**src/rtl/router_pkg.sv**
```systemverilog
// ---------------------------------------------------------------------------
// router_pkg
// Shared constants for the router input register stage and its neighbours
// (per-port FIFOs, synchroniser).
//   - ROUTER_DATA_W / ROUTER_ADDR_W : default beat and address-field widths
//   - ADDR_LSB / LEN_LSB            : header field positions for the default
//                                     layout (address in the low bits, length
//                                     field directly above it)
//   - ST_*                          : packet-framing FSM state encoding
// ---------------------------------------------------------------------------
package router_pkg;

    localparam int ROUTER_DATA_W = 8;
    localparam int ROUTER_ADDR_W = 2;

    localparam int ADDR_LSB = 0;
    localparam int LEN_LSB  = ADDR_LSB + ROUTER_ADDR_W;

    localparam int STATE_W = 3;

    localparam logic [STATE_W-1:0] ST_IDLE      = 3'd0;
    localparam logic [STATE_W-1:0] ST_LOAD_DATA = 3'd1;
    localparam logic [STATE_W-1:0] ST_HOLD      = 3'd2;
    localparam logic [STATE_W-1:0] ST_DROP      = 3'd3;
    localparam logic [STATE_W-1:0] ST_CHECK     = 3'd4;

endpackage

```
**src/rtl/router_parity_chk.sv**
```systemverilog
// ---------------------------------------------------------------------------
// router_parity_chk
// Running XOR parity of header + payload and comparison against the
// received parity beat.
// Ports:
//   clock, resetn  : clock, asynchronous active-low reset
//   soft_rst       : synchronous clear
//   hdr_load       : header accepted; restart calc_par from data_in and clear
//                    the previous packet's result
//   pay_acc        : payload beat; fold data_in into calc_par
//   par_load       : parity beat; capture data_in as rx_par
//   check          : compare calc_par against rx_par
//   data_in        : current input beat
//   parity_done    : compare has completed for the last packet
//   err            : parity mismatch on the last packet
// ---------------------------------------------------------------------------
module router_parity_chk
    import router_pkg::*;
#(
    parameter int DATA_W = ROUTER_DATA_W
) (
    input  logic              clock,
    input  logic              resetn,
    input  logic              soft_rst,
    input  logic              hdr_load,
    input  logic              pay_acc,
    input  logic              par_load,
    input  logic              check,
    input  logic [DATA_W-1:0] data_in,
    output logic              parity_done,
    output logic              err
);

    logic [DATA_W-1:0] calc_par;
    logic [DATA_W-1:0] rx_par;

    // parity_done/err stay visible until the next header replaces them.
    always_ff @(posedge clock or negedge resetn) begin
        if (!resetn) begin
            calc_par    <= '0;
            rx_par      <= '0;
            parity_done <= 1'b0;
            err         <= 1'b0;
        end else if (soft_rst) begin
            calc_par    <= '0;
            rx_par      <= '0;
            parity_done <= 1'b0;
            err         <= 1'b0;
        end else if (hdr_load) begin
            calc_par    <= data_in;
            rx_par      <= '0;
            parity_done <= 1'b0;
            err         <= 1'b0;
        end else begin
            if (pay_acc) begin
                calc_par <= calc_par ^ data_in;
            end
            if (par_load) begin
                rx_par <= data_in;
            end
            if (check) begin
                parity_done <= 1'b1;
                err         <= (calc_par != rx_par);
            end
        end
    end

endmodule

```
**src/rtl/router_reg_mp.sv**
```systemverilog
// ---------------------------------------------------------------------------
// router_reg_mp
// Router input register stage: frames the incoming byte stream (header,
// payload, parity), routes each beat to the destination FIFO selected by the
// header address, parks a beat in a holding register while that FIFO is
// full, drops packets addressed beyond NUM_PORTS, and checks parity.
//
// Optional build macro:
//   ROUTER_LEN_CHECK_EN : count payload beats (saturating, LEN_W bits) and
//                         flag len_err when the count differs from the header
//                         length field. Undefined: len_err is tied 0.
//
// Ports:
//   clock, resetn : clock, asynchronous active-low reset
//   soft_rst      : synchronous abort of the current packet
//   pkt_valid     : high on header/payload beats, low on the parity beat
//   data_in       : input beat
//   in_ready      : data_in is consumed this cycle
//   fifo_full     : per-port FIFO full flags (only the destination is used)
//   dout          : registered beat to the FIFOs (holds when not writing)
//   dout_valid    : one-hot write enable to the destination FIFO
//   busy          : FSM is not idle
//   parity_done   : parity compare completed for the last packet
//   err           : parity mismatch on the last packet
//   pkt_drop      : one-cycle pulse when an invalid-address packet ends
//   len_err       : length mismatch on the last packet (option only)
// ---------------------------------------------------------------------------
module router_reg_mp
    import router_pkg::*;
#(
    parameter int DATA_W    = ROUTER_DATA_W,
    parameter int NUM_PORTS = 3,
    parameter int ADDR_W    = ROUTER_ADDR_W
) (
    input  logic                 clock,
    input  logic                 resetn,
    input  logic                 soft_rst,
    input  logic                 pkt_valid,
    input  logic [DATA_W-1:0]    data_in,
    output logic                 in_ready,
    input  logic [NUM_PORTS-1:0] fifo_full,
    output logic [DATA_W-1:0]    dout,
    output logic [NUM_PORTS-1:0] dout_valid,
    output logic                 busy,
    output logic                 parity_done,
    output logic                 err,
    output logic                 pkt_drop,
    output logic                 len_err
);

    logic [STATE_W-1:0]   state;
    logic [ADDR_W-1:0]    dest;
    logic [DATA_W-1:0]    hold_reg;
    logic                 hold_is_par;

    logic [ADDR_W-1:0]    hdr_addr;
    logic                 hdr_ok;
    logic [NUM_PORTS-1:0] hdr_onehot;
    logic [NUM_PORTS-1:0] dest_onehot;
    logic                 stall;

    logic                 hdr_accept;
    logic                 pay_acc;
    logic                 par_load;
    logic                 do_check;

    assign hdr_addr    = data_in[ADDR_LSB +: ADDR_W];
    assign hdr_ok      = (int'(hdr_addr) < NUM_PORTS);
    assign hdr_onehot  = NUM_PORTS'(1) << hdr_addr;
    assign dest_onehot = NUM_PORTS'(1) << dest;

    // Full flags of ports other than the destination are masked off.
    assign stall = |(fifo_full & dest_onehot);

    assign in_ready = (state == ST_IDLE) || (state == ST_LOAD_DATA) || (state == ST_DROP);
    assign busy     = (state != ST_IDLE);

    assign hdr_accept = (state == ST_IDLE) && pkt_valid;
    assign pay_acc    = (state == ST_LOAD_DATA) && pkt_valid;
    assign par_load   = (state == ST_LOAD_DATA) && !pkt_valid;
    assign do_check   = (state == ST_CHECK);

    // Framing FSM and output register. Every write lands one cycle after the
    // beat is consumed (or after the hold register is released), so dout and
    // dout_valid always come from flops.
    always_ff @(posedge clock or negedge resetn) begin
        if (!resetn) begin
            state       <= ST_IDLE;
            dest        <= '0;
            hold_reg    <= '0;
            hold_is_par <= 1'b0;
            dout        <= '0;
            dout_valid  <= '0;
            pkt_drop    <= 1'b0;
        end else if (soft_rst) begin
            state       <= ST_IDLE;
            dest        <= '0;
            hold_reg    <= '0;
            hold_is_par <= 1'b0;
            dout        <= '0;
            dout_valid  <= '0;
            pkt_drop    <= 1'b0;
        end else begin
            dout_valid <= '0;
            pkt_drop   <= 1'b0;
            case (state)
                ST_IDLE: begin
                    if (pkt_valid) begin
                        dest <= hdr_addr;
                        if (hdr_ok) begin
                            dout       <= data_in;
                            dout_valid <= hdr_onehot;
                            state      <= ST_LOAD_DATA;
                        end else begin
                            state <= ST_DROP;
                        end
                    end
                end
                ST_LOAD_DATA: begin
                    if (stall) begin
                        hold_reg    <= data_in;
                        hold_is_par <= !pkt_valid;
                        state       <= ST_HOLD;
                    end else begin
                        dout       <= data_in;
                        dout_valid <= dest_onehot;
                        if (!pkt_valid) begin
                            state <= ST_CHECK;
                        end
                    end
                end
                ST_HOLD: begin
                    if (!stall) begin
                        dout       <= hold_reg;
                        dout_valid <= dest_onehot;
                        state      <= hold_is_par ? ST_CHECK : ST_LOAD_DATA;
                    end
                end
                ST_DROP: begin
                    if (!pkt_valid) begin
                        pkt_drop <= 1'b1;
                        state    <= ST_IDLE;
                    end
                end
                ST_CHECK: begin
                    state <= ST_IDLE;
                end
                default: begin
                    state <= ST_IDLE;
                end
            endcase
        end
    end

    router_parity_chk #(
        .DATA_W (DATA_W)
    ) u_parity_chk (
        .clock       (clock),
        .resetn      (resetn),
        .soft_rst    (soft_rst),
        .hdr_load    (hdr_accept),
        .pay_acc     (pay_acc),
        .par_load    (par_load),
        .check       (do_check),
        .data_in     (data_in),
        .parity_done (parity_done),
        .err         (err)
    );

`ifdef ROUTER_LEN_CHECK_EN
    localparam int LEN_W   = DATA_W - ADDR_W;
    localparam int LEN_POS = ADDR_LSB + ADDR_W;

    logic [LEN_W-1:0] pay_cnt;
    logic [LEN_W-1:0] len_field;
    logic             len_err_q;

    // The counter saturates so an over-long packet cannot wrap back onto a
    // matching count.
    always_ff @(posedge clock or negedge resetn) begin
        if (!resetn) begin
            pay_cnt   <= '0;
            len_field <= '0;
            len_err_q <= 1'b0;
        end else if (soft_rst) begin
            pay_cnt   <= '0;
            len_field <= '0;
            len_err_q <= 1'b0;
        end else if (hdr_accept) begin
            pay_cnt   <= '0;
            len_field <= data_in[LEN_POS +: LEN_W];
            len_err_q <= 1'b0;
        end else begin
            if (pay_acc && (pay_cnt != '1)) begin
                pay_cnt <= pay_cnt + 1'b1;
            end
            if (do_check) begin
                len_err_q <= (pay_cnt != len_field);
            end
        end
    end

    assign len_err = len_err_q;
`else
    assign len_err = 1'b0;
`endif

endmodule

```
**config.mk**
```make
export PLATFORM = sky130hd
export DESIGN_NAME = router_reg_mp
export DESIGN_NICKNAME = d
export VERILOG_FILES = /design/src/rtl/router_pkg.sv /design/src/rtl/router_parity_chk.sv /design/src/rtl/router_reg_mp.sv
export SDC_FILE = /design/constraint.sdc
export NUM_CORES = 1
export LEC_CHECK = 0
export ABC_AREA = 1
export BUFFER_PORTS_ARGS = -buffer_cell sky130_fd_sc_hd__buf_4
export CAP_MARGIN = 25
export CORE_ASPECT_RATIO = 1.25
export CORE_MARGIN = 5
export CORE_UTILIZATION = 60
export DETAILED_ROUTE_END_ITERATION = 8
export PLACE_DENSITY = 0.87
export RECOVER_POWER = 25
export SKIP_CTS_REPAIR_TIMING = 1
export SLEW_MARGIN = 20
export SYNTH_ARGS = -nofsm -noshare
export SYNTH_HDL_FRONTEND = slang
export SYNTH_SLANG_ARGS = --single-unit
```
**constraint.sdc**
```tcl
create_clock -name clock -period 4.1 [get_ports clock]
set_input_delay 0.205 -clock clock [delete_from_list [all_inputs] [get_ports clock]]
set_output_delay 0.205 -clock clock [all_outputs]
set_load 0.01 [all_outputs]
```
==> flow_summary.yaml <==
power_and_ir_drop:
  seq_power_share_pct: 37.9
  internal_power_uw: 953
  ir_drop_mv: 0.422
  leakage_nw: 1.32
  switching_share_pct: 40.3
  power.combinational.fraction_pct: 41.9
  p_clk_share_pct: 20.2
  p_per_area_nw_per_um2: 588
  p_sw_uw: 644
drt:
  drt_first_pass_iters: 4
  drt_wl_total_um: 5210
  wl_per_cell_um: 14.2
  routed-via-count: 1986
  viasPerCell: 5.40
  final_antenna_net_count: 0
  first_iter_violations: 116
  route.detailed.drc: 0
floorplanning:
  die_width_um: 66.1
  die_h_um: 80.2
  die_area_sq_um: 5300
  core-area_sq_um: 3780
  ioPinCount: 32
  initial_utilization_pct: 62.4
  rows: 25
worst_setup_path:
  crit_required_ps: 4270
  r2r-start: "state[1]"
  arrival_ps: 1710
  crit_path_max_fanout: 11
  crit_type: "flop to flop"
  crit_start: "state[1]"
  critPathLaunchType: "flop"
  endpoint_kind: "flop"
clock_network:
  cts_root_buf: "clkbuf_8"
  cts_buffers: 5
  cts_tree: "yes"
  path_clk_slew_ps: 80
  clock_path_buffers: 2
  clock-sinks: 44
  h-tree-depth: 2
  clk-insertion-delay-late_ps: 290
timing:
  fin_hold_ws_ps: 169
  hold_viol_final: 0
  timing.max_slew.rel_slack_pct: 54.8
  fin_crit_sh_pct: 37.7
  max_freq_ghz: 0.647
  drv_slew: 0
  worst_pin_slew_ps: 677
  grt_setup_unrepaired: "false"
  min_period_ps: 1550
  fin_worst_skew_ps: 5.45
  setup_tns_ps: 0
  setup_violations: 0
finish:
  area_delta_synth_final_pct: 14.9
  num_antenna_cells: 0
  multi_input_area_sq_um: 1100
  seqCellArea_sq_um: 1100
  final_common_cell: "nand2_1"
  nFillCells: 310
  final_cell_mix: "nand2_1 (60), dfrtp_1 (44), buf_4 (30)"
  drive_gt1_share_pct: 22.3
  nNetsFinal: 328
logic_synthesis:
  syn_area_sq_um: 2360
  synth_edf_count: 0
  synth_flop_cell: "dfrtp_1"
  async_flop_share_pct: 100
  seq_area_frac_synth_pct: 46.6
  synthesis.nets: 299
  avgSynthCellArea_sq_um: 8.32
  ys_warn_count: 0
  yosys_register_bits: 44
  syn_inst: 284
  ys_types: 32
global_routing:
  overflow: 0
  grt_first_pass_wirelength_um: 8950
  grt_max_degree: 45
  grt_pass1_vias: 2004
  track_usage_pct: 22.1
  antenna_found_initial: 0
placed_design:
  io_buffers: 30
  dp_hpwl_um: 3840
  gp_congestion: 0.849
hold_path:
  hp-class: "input port to flop"
  min_from: "pkt_valid"
job:
  maxCapViolations: 0
run_status:
  status: "finished, final reports clean"
==> power groups by stage <==
stage | clock (mW) | sequential (mW) | combinational [mW]
after floorplan | 0 | 0.616 | 0.472
after global placement | 0 | 0.608 | 0.649
after detailed placement | 0 | 0.613 | 0.665
after CTS | 0.328 | 0.604 | 0.670
after global routing | 0.348 | 0.620 | 0.743
final | 0.323 | 0.605 | 0.669
==> metal layers <==
layer / track usage (%) / up-vias / part of all wire, %
met5: 0 / - / 0
met2: 35.8 / 45 / 50
li1: - / 991 / -
met4: 11.4 / 0 / 3.2
met1: 27.7 / 932 / 43
met3: 4.34 / 18 / 3.9
==> worst max-delay path, stage by stage (launching register included) <==
cell and delay, ps:
dfrtp_1 490, inv_2 110, nand2_4 70, nor2_4 190
nand2_4 180, nand2_1 120, xor2_1 170, o21ai_0 90
==> through the flow <==
stage | power (mW) | setup WS [ps] | cells | utilization, % | area [sq um]
3_3_place_gp | 1.26 | 2400 | 359 | 68.6 | 2600
2_1_floorplan | 1.09 | 2740 | 284 | - | 2360
3_5_place_dp | 1.28 | 2310 | 359 | 68.6 | 2600
6_report | 1.60 | 2550 | 368 | 71.7 | 2720
4_1_cts | 1.60 | 2560 | 367 | 71.5 | 2710
5_1_grt | 1.71 | 2370 | 368 | 71.7 | 2720
==> synth_stat cells (all sizes together) (2+ instances only) <==
library cell   n  area share [%]
nand2         76              15
dfrtp         44              47
o21ai         31             6.6
nand3         30             6.9
inv           27             4.4
nor2          24             5.8
a21oi         13             2.8
xor2           9             3.3
a22oi          7             2.2
buf            6             2.0
clkbuf         3            0.48
nand4          3            0.79
a211oi         2            0.64
nor3           2            0.90
o22ai          2            0.53
==> final cells by class <==
cell class / instances / area share (%)
Clock inverter: 2 / 1.29
Clock buffer: 6 / 2.67
Timing Repair Buffer: 31 / 8.66
Multi-Input combinational cell: 203 / 40.4
Inverter: 28 / 3.96
Tap cell: 54 / 2.49
Sequential cell: 44 / 40.6
==> logic make-up (layout without fill, tap and decap cells) <==
family,Yosys count,count (layout),synth area share [%]
AOI/OAI and AO/OA,57,57,13.3
xor gates and xnor gates,10,10,3.71
other,1,1,0.159
and+or+nand+nor,135,135,29.2
DFF,44,44,46.6
buffers and inverters,37,67,7.04
==> final timing paths <==
kind	end	slack, ps	depth (start not counted)
min	hold_is_par	170	2
min in group asynchronous	dout_valid[2]	430	2
max	u_parity_chk.calc_par[4]	2550	7
max reg2reg	u_parity_chk.calc_par[4]	2550	7
min reg2reg	dout[3]	480	2
max in group asynchronous	dout[7]	3290	2
(Power assumes the default switching activity.)
